$ cat src/rtl/rf_wb_arb_pkg.sv
// Shared widths, default sizes and the writeback entry type for the RF writeback arbiter.
// Latency: none (declarations only). Backpressure: none (declarations only).
// Imported by every rf_wb_arb source file.
package rf_wb_arb_pkg;

  localparam int RF_ADDR_W     = 5;
  localparam int DATA_W        = 32;
  localparam int WB_FIFO_DEPTH = 4;
  localparam int STARVE_LIMIT  = 4;

  typedef struct packed {
    logic [RF_ADDR_W-1:0] addr;
    logic [DATA_W-1:0]    data;
  } wb_ent_t;

endpackage

$ cat src/rtl/rf_wb_arb_wb_fifo.sv
// Multicycle writeback FIFO with per-entry destination compare for operand bypass.
// Latency: push visible at head and in lookups one cycle after the push edge.
// Backpressure: none inside; the caller must never push when full or pop when empty.
module wb_fifo
  import rf_wb_arb_pkg::*;
#(
  parameter int DEPTH = WB_FIFO_DEPTH
) (
  input  logic                 clk,
  input  logic                 rst_n,
  input  logic                 push,
  input  wb_ent_t              push_ent,
  input  logic                 pop,
  output wb_ent_t              head,
  output logic [2:0]           count,
  input  logic [RF_ADDR_W-1:0] look_a_addr,
  input  logic [RF_ADDR_W-1:0] look_b_addr,
  output logic                 look_a_hit,
  output logic [DATA_W-1:0]    look_a_data,
  output logic                 look_b_hit,
  output logic [DATA_W-1:0]    look_b_data
);

  localparam int PW = (DEPTH > 1) ? $clog2(DEPTH) : 1;

  wb_ent_t          mem [DEPTH];
  logic [DEPTH-1:0] vld;
  logic [PW-1:0]    rd_ptr;
  logic [PW-1:0]    wr_ptr;
  logic [PW:0]      slot;
  logic [PW-1:0]    slot_idx;

  function automatic logic [PW-1:0] ptr_inc(input logic [PW-1:0] p);
    return (p == PW'(DEPTH - 1)) ? '0 : p + PW'(1);
  endfunction

  always_ff @(posedge clk) begin
    if (push) mem[wr_ptr] <= push_ent;
  end

  always_ff @(posedge clk or negedge rst_n) begin
    if (!rst_n) begin
      rd_ptr <= '0;
      wr_ptr <= '0;
      vld    <= '0;
      count  <= 3'd0;
    end else begin
      if (push) begin
        vld[wr_ptr] <= 1'b1;
        wr_ptr      <= ptr_inc(wr_ptr);
      end
      if (pop) begin
        vld[rd_ptr] <= 1'b0;
        rd_ptr      <= ptr_inc(rd_ptr);
      end
      case ({push, pop})
        2'b10:   count <= count + 3'd1;
        2'b01:   count <= count - 3'd1;
        default: count <= count;
      endcase
    end
  end

  assign head = mem[rd_ptr];

  // Walk oldest to youngest so the last match seen is the youngest one.
  always_comb begin
    look_a_hit  = 1'b0;
    look_a_data = '0;
    look_b_hit  = 1'b0;
    look_b_data = '0;
    slot        = '0;
    slot_idx    = '0;
    for (int k = 0; k < DEPTH; k++) begin
      slot = {1'b0, rd_ptr} + (PW+1)'(k);
      if (slot >= (PW+1)'(DEPTH)) slot = slot - (PW+1)'(DEPTH);
      slot_idx = slot[PW-1:0];
      if (vld[slot_idx] && mem[slot_idx].addr == look_a_addr) begin
        look_a_hit  = 1'b1;
        look_a_data = mem[slot_idx].data;
      end
      if (vld[slot_idx] && mem[slot_idx].addr == look_b_addr) begin
        look_b_hit  = 1'b1;
        look_b_data = mem[slot_idx].data;
      end
    end
  end

endmodule

$ cat src/rtl/rf_wb_arb.sv
// Register-file write-port arbiter: main pipe has priority, multicycle results queue in a FIFO.
// Latency: pipe write 1 cycle, multicycle write >= 2 cycles. Backpressure: mc_ready from registered
// FIFO count; the pipe is never held, pipe_stall only requests a one-cycle bubble after starvation.
module rf_wb_arb #(
  parameter int DEPTH        = rf_wb_arb_pkg::WB_FIFO_DEPTH,
  parameter int STARVE_LIMIT = rf_wb_arb_pkg::STARVE_LIMIT
) (
  input  logic                               clk,
  input  logic                               rst_n,
  input  logic                               pipe_we,
  input  logic [rf_wb_arb_pkg::RF_ADDR_W-1:0] pipe_waddr,
  input  logic [rf_wb_arb_pkg::DATA_W-1:0]    pipe_wdata,
  input  logic                               mc_valid,
  output logic                               mc_ready,
  input  logic [rf_wb_arb_pkg::RF_ADDR_W-1:0] mc_waddr,
  input  logic [rf_wb_arb_pkg::DATA_W-1:0]    mc_wdata,
  output logic                               rf_we,
  output logic [rf_wb_arb_pkg::RF_ADDR_W-1:0] rf_waddr,
  output logic [rf_wb_arb_pkg::DATA_W-1:0]    rf_wdata,
  input  logic [rf_wb_arb_pkg::RF_ADDR_W-1:0] fwd_a_addr,
  input  logic [rf_wb_arb_pkg::RF_ADDR_W-1:0] fwd_b_addr,
  output logic                               fwd_a_hit,
  output logic                               fwd_b_hit,
  output logic [rf_wb_arb_pkg::DATA_W-1:0]    fwd_a_data,
  output logic [rf_wb_arb_pkg::DATA_W-1:0]    fwd_b_data,
  output logic                               pipe_stall,
  output logic [2:0]                         fifo_count
);

  import rf_wb_arb_pkg::*;

  localparam logic [2:0] DEPTH_C = 3'(DEPTH);
  localparam int         SW      = $clog2(STARVE_LIMIT + 1);
  localparam logic [SW-1:0] LIM_C = SW'(STARVE_LIMIT);

  logic            pipe_take;
  logic            fifo_empty;
  logic            push;
  logic            pop;
  wb_ent_t         head;
  logic [SW-1:0]   starve_cnt;
  logic            fa_hit;
  logic            fb_hit;
  logic [DATA_W-1:0] fa_data;
  logic [DATA_W-1:0] fb_data;

  assign mc_ready   = (fifo_count < DEPTH_C);
  assign fifo_empty = (fifo_count == 3'd0);
  assign pipe_take  = pipe_we && (pipe_waddr != '0);
  // Writes to r0 are handshaken but never stored.
  assign push       = mc_valid && mc_ready && (mc_waddr != '0);
  assign pop        = !pipe_take && !fifo_empty;

  wb_fifo #(.DEPTH(DEPTH)) u_fifo (
    .clk         (clk),
    .rst_n       (rst_n),
    .push        (push),
    .push_ent    ({mc_waddr, mc_wdata}),
    .pop         (pop),
    .head        (head),
    .count       (fifo_count),
    .look_a_addr (fwd_a_addr),
    .look_b_addr (fwd_b_addr),
    .look_a_hit  (fa_hit),
    .look_a_data (fa_data),
    .look_b_hit  (fb_hit),
    .look_b_data (fb_data)
  );

  always_ff @(posedge clk or negedge rst_n) begin
    if (!rst_n) begin
      rf_we      <= 1'b0;
      rf_waddr   <= '0;
      rf_wdata   <= '0;
      starve_cnt <= '0;
      pipe_stall <= 1'b0;
    end else begin
      pipe_stall <= 1'b0;
      if (pipe_take) begin
        rf_we    <= 1'b1;
        rf_waddr <= pipe_waddr;
        rf_wdata <= pipe_wdata;
      end else if (pop) begin
        rf_we    <= 1'b1;
        rf_waddr <= head.addr;
        rf_wdata <= head.data;
      end else begin
        rf_we    <= 1'b0;
      end
      if (pipe_take && !fifo_empty) begin
        if (starve_cnt == LIM_C - SW'(1)) begin
          starve_cnt <= '0;
          pipe_stall <= 1'b1;
        end else begin
          starve_cnt <= starve_cnt + SW'(1);
        end
      end else begin
        starve_cnt <= '0;
      end
    end
  end

  // Queued entries are younger than the output stage, so they win the bypass.
  function automatic logic [DATA_W:0] bypass(
    input logic [RF_ADDR_W-1:0] a,
    input logic                 fhit,
    input logic [DATA_W-1:0]    fdata,
    input logic                 we,
    input logic [RF_ADDR_W-1:0] wa,
    input logic [DATA_W-1:0]    wd
  );
    if (a == '0)          return '0;
    if (fhit)             return {1'b1, fdata};
    if (we && (wa == a))  return {1'b1, wd};
    return '0;
  endfunction

  assign {fwd_a_hit, fwd_a_data} = bypass(fwd_a_addr, fa_hit, fa_data, rf_we, rf_waddr, rf_wdata);
  assign {fwd_b_hit, fwd_b_data} = bypass(fwd_b_addr, fb_hit, fb_data, rf_we, rf_waddr, rf_wdata);

endmodule
$ cat config.mk
export PLATFORM = sky130hd
export DESIGN_NAME = rf_wb_arb
export DESIGN_NICKNAME = d
export VERILOG_FILES = /design/src/rtl/rf_wb_arb_pkg.sv /design/src/rtl/rf_wb_arb_wb_fifo.sv /design/src/rtl/rf_wb_arb.sv
export SDC_FILE = /design/constraint.sdc
export NUM_CORES = 1
export LEC_CHECK = 0
export ABC_AREA = 1
export ABC_CLOCK_PERIOD_IN_PS = 10780
export BUFFER_PORTS_ARGS = -buffer_cell sky130_fd_sc_hd__buf_2
export CORE_MARGIN = 2
export CORE_UTILIZATION = 45
export DETAILED_ROUTE_END_ITERATION = 8
export PLACE_DENSITY = 0.65
export SETUP_SLACK_MARGIN = 0.3
export SLEW_MARGIN = 20
export SYNTH_ARGS = -nofsm -noshare
export SYNTH_HDL_FRONTEND = slang
export SYNTH_HIERARCHICAL = 1
export SYNTH_SLANG_ARGS = --single-unit
$ cat constraint.sdc
create_clock -name clk -period 10.78 [get_ports clk]
set_clock_uncertainty 0.15 [all_clocks]
set_input_delay 1.617 -clock clk [delete_from_list [all_inputs] [get_ports clk]]
set_output_delay 1.617 -clock clk [all_outputs]
set_load 0.05 [all_outputs]
==> results_dict.tcl <==
set metrics [dict create \
    pin_count 197 \
    period_minus_slack_ns 7.88 \
    final.period_utilization_pct 73.1 \
    syn-instance-count 1987 \
    cts_repair_resize_count 0 \
    worst_path_dominant_cell_family "buffers and inverters" \
    fin_nets 2205 \
    worstPathMaxFanout 73 \
    hp-class "flip-flop to flip-flop" \
    worstSetupEndpointType "primary output" \
    vdd_drop_max_mv 0.182 \
    power.density_mw_per_mm2 326 \
    slowest_delay_ns 0.83 \
    numPortBuffers 196 \
    cts_setup_buffers 0 \
    ctsHoldBuffers 0 \
    clk_transition_reported_paths_ns 0.06 \
    status "finished clean" \
    insertion_delay_ns 0.53 \
    area_delta_synth_final_pct 11.9 \
    tritoncts "yes" \
    max_freq_ghz 0.127 \
    drtAntennaViolNets 0 \
    global_route.usage.total_pct 28.3 \
    crit_path_top_delay_cell "sky130_fd_sc_hd__dfrtp_4" \
    height_of_the_chip_microns 187 \
    post-synth-top-area-cell "sky130_fd_sc_hd__edfxtp_1" \
    ys_seq_elements 201 \
    globalplace.congestion 0.945 \
    drt_drc_violations_left 0 \
    finalSetupViolCount 0 \
    final_layout_size_suffix_gt1_share_pct 15.6 \
    floorplan.core_area_sq_mm 0.0328 \
    route.detailed.wl_per_inst_microns 19.6 \
    cts-buffers-inserted 24 \
    globalRouteOverflowTotal 0 \
    clock_sink_count 201 \
    wl_microns 50300 \
    grt_pass1_wl_microns 77400 \
    criticalPathCategory "flip-flop to primary output" \
    pnr_worst_setup_slack_ns 2.90 \
    vias_in_the_first_global_route 13100 \
    path_cells "inv_2 -> ha_2 -> buf_4 -> nand3_1 -> nand3_1 -> nand2_1 -> nor2_1 -> nand3_2 -> buf_4 -> inv_2 -> nand3_1 -> nand3_1 -> nand2_1 -> nand2_1 -> mux2i_1 -> nor2_2 -> buf_2" \
    first_pass_iteration_count_of_the_detailed_router 6 \
    crit_buf_inv 5 \
    syn-cell-area_sq_mm 0.0151 \
    hold_viol 0 \
    mappedNetlistNets 2086 \
    detailedPlacementHpwl_microns 33000 \
    placement_rows 66 \
    slew_viol_final 0 \
    grt_antenna_before_repair 4 \
    floorplan.initialDensity_pct 45.9 \
    cp_common_cell "sky130_fd_sc_hd__nand3_1" \
    yosys-top-cells-area "sky130_fd_sc_hd__edfxtp_1 30%, sky130_fd_sc_hd__nand2_1 14%, sky130_fd_sc_hd__mux2i_1 14%" \
    die_w_microns 187 \
    synth_cell_types 36 \
    drt-vias-per-instance 5.55 \
    htree_levels 1 \
    grt_setup_unrepaired "false" \
    worst_slew_pin_slew_ns 0.936 \
    power.leakage_nw 7.94 \
    max_cap_viol_count 0 \
    clock_tree.buffer_depth 3 \
    yosys.area.top_type_share_pct 29.5 \
    totalNegativeSetupSlack_ns 0 \
    synth-seq-area-share_pct 38.3 \
    timing.critical_path.arrival_ns 6.11 \
    startpoint_type "flip-flop" \
    synthesis.yosys.warnings 6 \
    critPathRequiredTime_ns 9.01 \
    syn-mean-instance-area_sq_um 7.58 \
    grt_max_degree 77 \
    detail_route.iter0.violations 1577 \
    clock_tree.root_cell "sky130_fd_sc_hd__clkbuf_16" \
    dp_slack_ns 3.54 \
    floorplan.die_area_sq_mm 0.0350 \
    via_count 14300 \
    relSlewSlack_pct 37.6 \
]
==> state kept, by name, indices dropped and copies added (netlist names) <==
signal,flops
starve_cnt,3
u_fifo/vld,4
u_fifo/wr_ptr,2
rf_we,1
u_fifo/rd_ptr,2
rf_wdata,32
u_fifo/mem,148
rf_waddr,5
u_fifo/count,3
pipe_stall,1
==> cells in the final DEF (no fill, tap or decap), types with 7 or more instances in the layout <==
cell type / instances
sky130_fd_sc_hd__nor2_4: 9
sky130_fd_sc_hd__inv_1: 129
sky130_fd_sc_hd__inv_2: 14
sky130_fd_sc_hd__mux2i_1: 205
sky130_fd_sc_hd__a21oi_1: 56
sky130_fd_sc_hd__buf_2: 196
sky130_fd_sc_hd__edfxtp_1: 148
sky130_fd_sc_hd__clkbuf_16: 26
sky130_fd_sc_hd__o21ai_0: 84
sky130_fd_sc_hd__nand2_1: 561
sky130_fd_sc_hd__clkbuf_1: 7
sky130_fd_sc_hd__ha_1: 9
sky130_fd_sc_hd__nand2_2: 9
sky130_fd_sc_hd__o21ai_1: 31
sky130_fd_sc_hd__buf_4: 25
sky130_fd_sc_hd__xor2_1: 8
sky130_fd_sc_hd__nand3_1: 278
sky130_fd_sc_hd__o21a_1: 8
sky130_fd_sc_hd__nor2_1: 200
sky130_fd_sc_hd__nor2_2: 26
sky130_fd_sc_hd__nand3_2: 7
sky130_fd_sc_hd__dfrtp_1: 52
==> synthesized netlist by cell type <==
| cell type | n |
|---|---|
| sky130_fd_sc_hd__nand2_4 | 2 |
| sky130_fd_sc_hd__nor3_1 | 5 |
| sky130_fd_sc_hd__nor2_1 | 200 |
| sky130_fd_sc_hd__ha_1 | 10 |
| sky130_fd_sc_hd__nand2_2 | 8 |
| sky130_fd_sc_hd__nand4_1 | 4 |
| sky130_fd_sc_hd__clkbuf_1 | 22 |
| sky130_fd_sc_hd__buf_6 | 17 |
| sky130_fd_sc_hd__nand3b_1 | 2 |
| sky130_fd_sc_hd__nand3_2 | 5 |
| sky130_fd_sc_hd__o21a_1 | 8 |
| sky130_fd_sc_hd__edfxtp_1 | 148 |
| sky130_fd_sc_hd__a21oi_1 | 56 |
| sky130_fd_sc_hd__buf_8 | 1 |
| sky130_fd_sc_hd__nor2_8 | 1 |
| sky130_fd_sc_hd__a21oi_4 | 1 |
| sky130_fd_sc_hd__dfrtp_1 | 53 |
| sky130_fd_sc_hd__nor2_2 | 27 |
| sky130_fd_sc_hd__o21ai_0 | 84 |
| sky130_fd_sc_hd__nor2_4 | 8 |
| sky130_fd_sc_hd__nand2_1 | 562 |
| sky130_fd_sc_hd__o21ai_1 | 31 |
| sky130_fd_sc_hd__buf_1 | 9 |
| sky130_fd_sc_hd__fa_1 | 1 |
| sky130_fd_sc_hd__or2_1 | 1 |
| sky130_fd_sc_hd__mux2i_1 | 205 |
| sky130_fd_sc_hd__or2_2 | 1 |
| sky130_fd_sc_hd__inv_1 | 134 |
| sky130_fd_sc_hd__xor2_1 | 8 |
| sky130_fd_sc_hd__xnor2_1 | 2 |
| sky130_fd_sc_hd__buf_4 | 25 |
| sky130_fd_sc_hd__inv_2 | 10 |
| sky130_fd_sc_hd__or2_0 | 1 |
| sky130_fd_sc_hd__o22ai_1 | 1 |
| sky130_fd_sc_hd__nand3_1 | 280 |
| sky130_fd_sc_hd__buf_2 | 54 |
==> routing by layer <==
metal	track usage (%)	up-vias	wire length (microns)
li1	-	6828	-
met1	39.1	6608	21500
met2	42.6	728	21300
met3	8.56	92	6180
met4	8.24	4	1280
met5	0	-	23
==> area by class of cell <==
| class | instances | area (sq um) |
|---|---|---|
| tap | 442 | 553 |
| multi-input combinational | 1514 | 7990 |
| sequential | 201 | 5770 |
| clock inverter | 10 | 135 |
| antenna | 2 | 5.00 |
| fill | 3183 | 15900 |
| timing repair buffer | 221 | 1170 |
| clock buffer | 34 | 691 |
| inverter | 144 | 542 |
==> per-stage QoR <==
stage / hold slack, ns / power, mW / instances / instance area (sq um) / utilization [%]
final: 0.300 / 5.50 / 2568 / 16900 / 51.4
after global routing: 0.335 / 5.86 / 2566 / 16900 / 51.4
after CTS: 0.297 / 5.46 / 2566 / 16900 / 51.4
after detailed placement: 0.289 / 4.60 / 2522 / 16000 / 48.9
after global placement: 0.274 / 4.56 / 2522 / 16000 / 48.9
after floorplan: 0.257 / 3.80 / 1987 / 15100 / -
==> path summary, 6_finish.rpt <==
check / from / to / slack, ns / cells past startpoint
worst max register to register: u_fifo/count[2] / u_fifo/count[2] / 7.26 / 12
worst min-delay path: starve_cnt[0] / starve_cnt[0] / 0.30 / 1
max in group asynchronous: rst_n / rf_wdata[25] / 8.78 / 2
min in group asynchronous: rst_n / rf_wdata[9] / 1.09 / 2
worst max-delay path: u_fifo/rd_ptr[0] / fwd_a_data[22] / 2.90 / 17
worst min register to register: starve_cnt[0] / starve_cnt[0] / 0.30 / 1
==> where the power goes <==
group / leakage (nW) / switching, mW / internal, mW
registers: 1.99 / 0.171 / 1.00
clock network: 0.402 / 0.329 / 0.519
logic: 5.55 / 2.53 / 0.947
total: 7.94 / 3.03 / 2.47
==> cell families after synthesis <==
| group | after synthesis | share of synthesized area (%) |
|---|---|---|
| compound gates | 181 | 6.23 |
| xor+xnor | 10 | 0.582 |
| fa+ha+maj | 11 | 0.964 |
| buf+inv | 272 | 8.77 |
| flops | 201 | 38.3 |
| mux | 205 | 13.6 |
| simple gates | 1107 | 31.5 |
(Power assumes the default switching activity.)
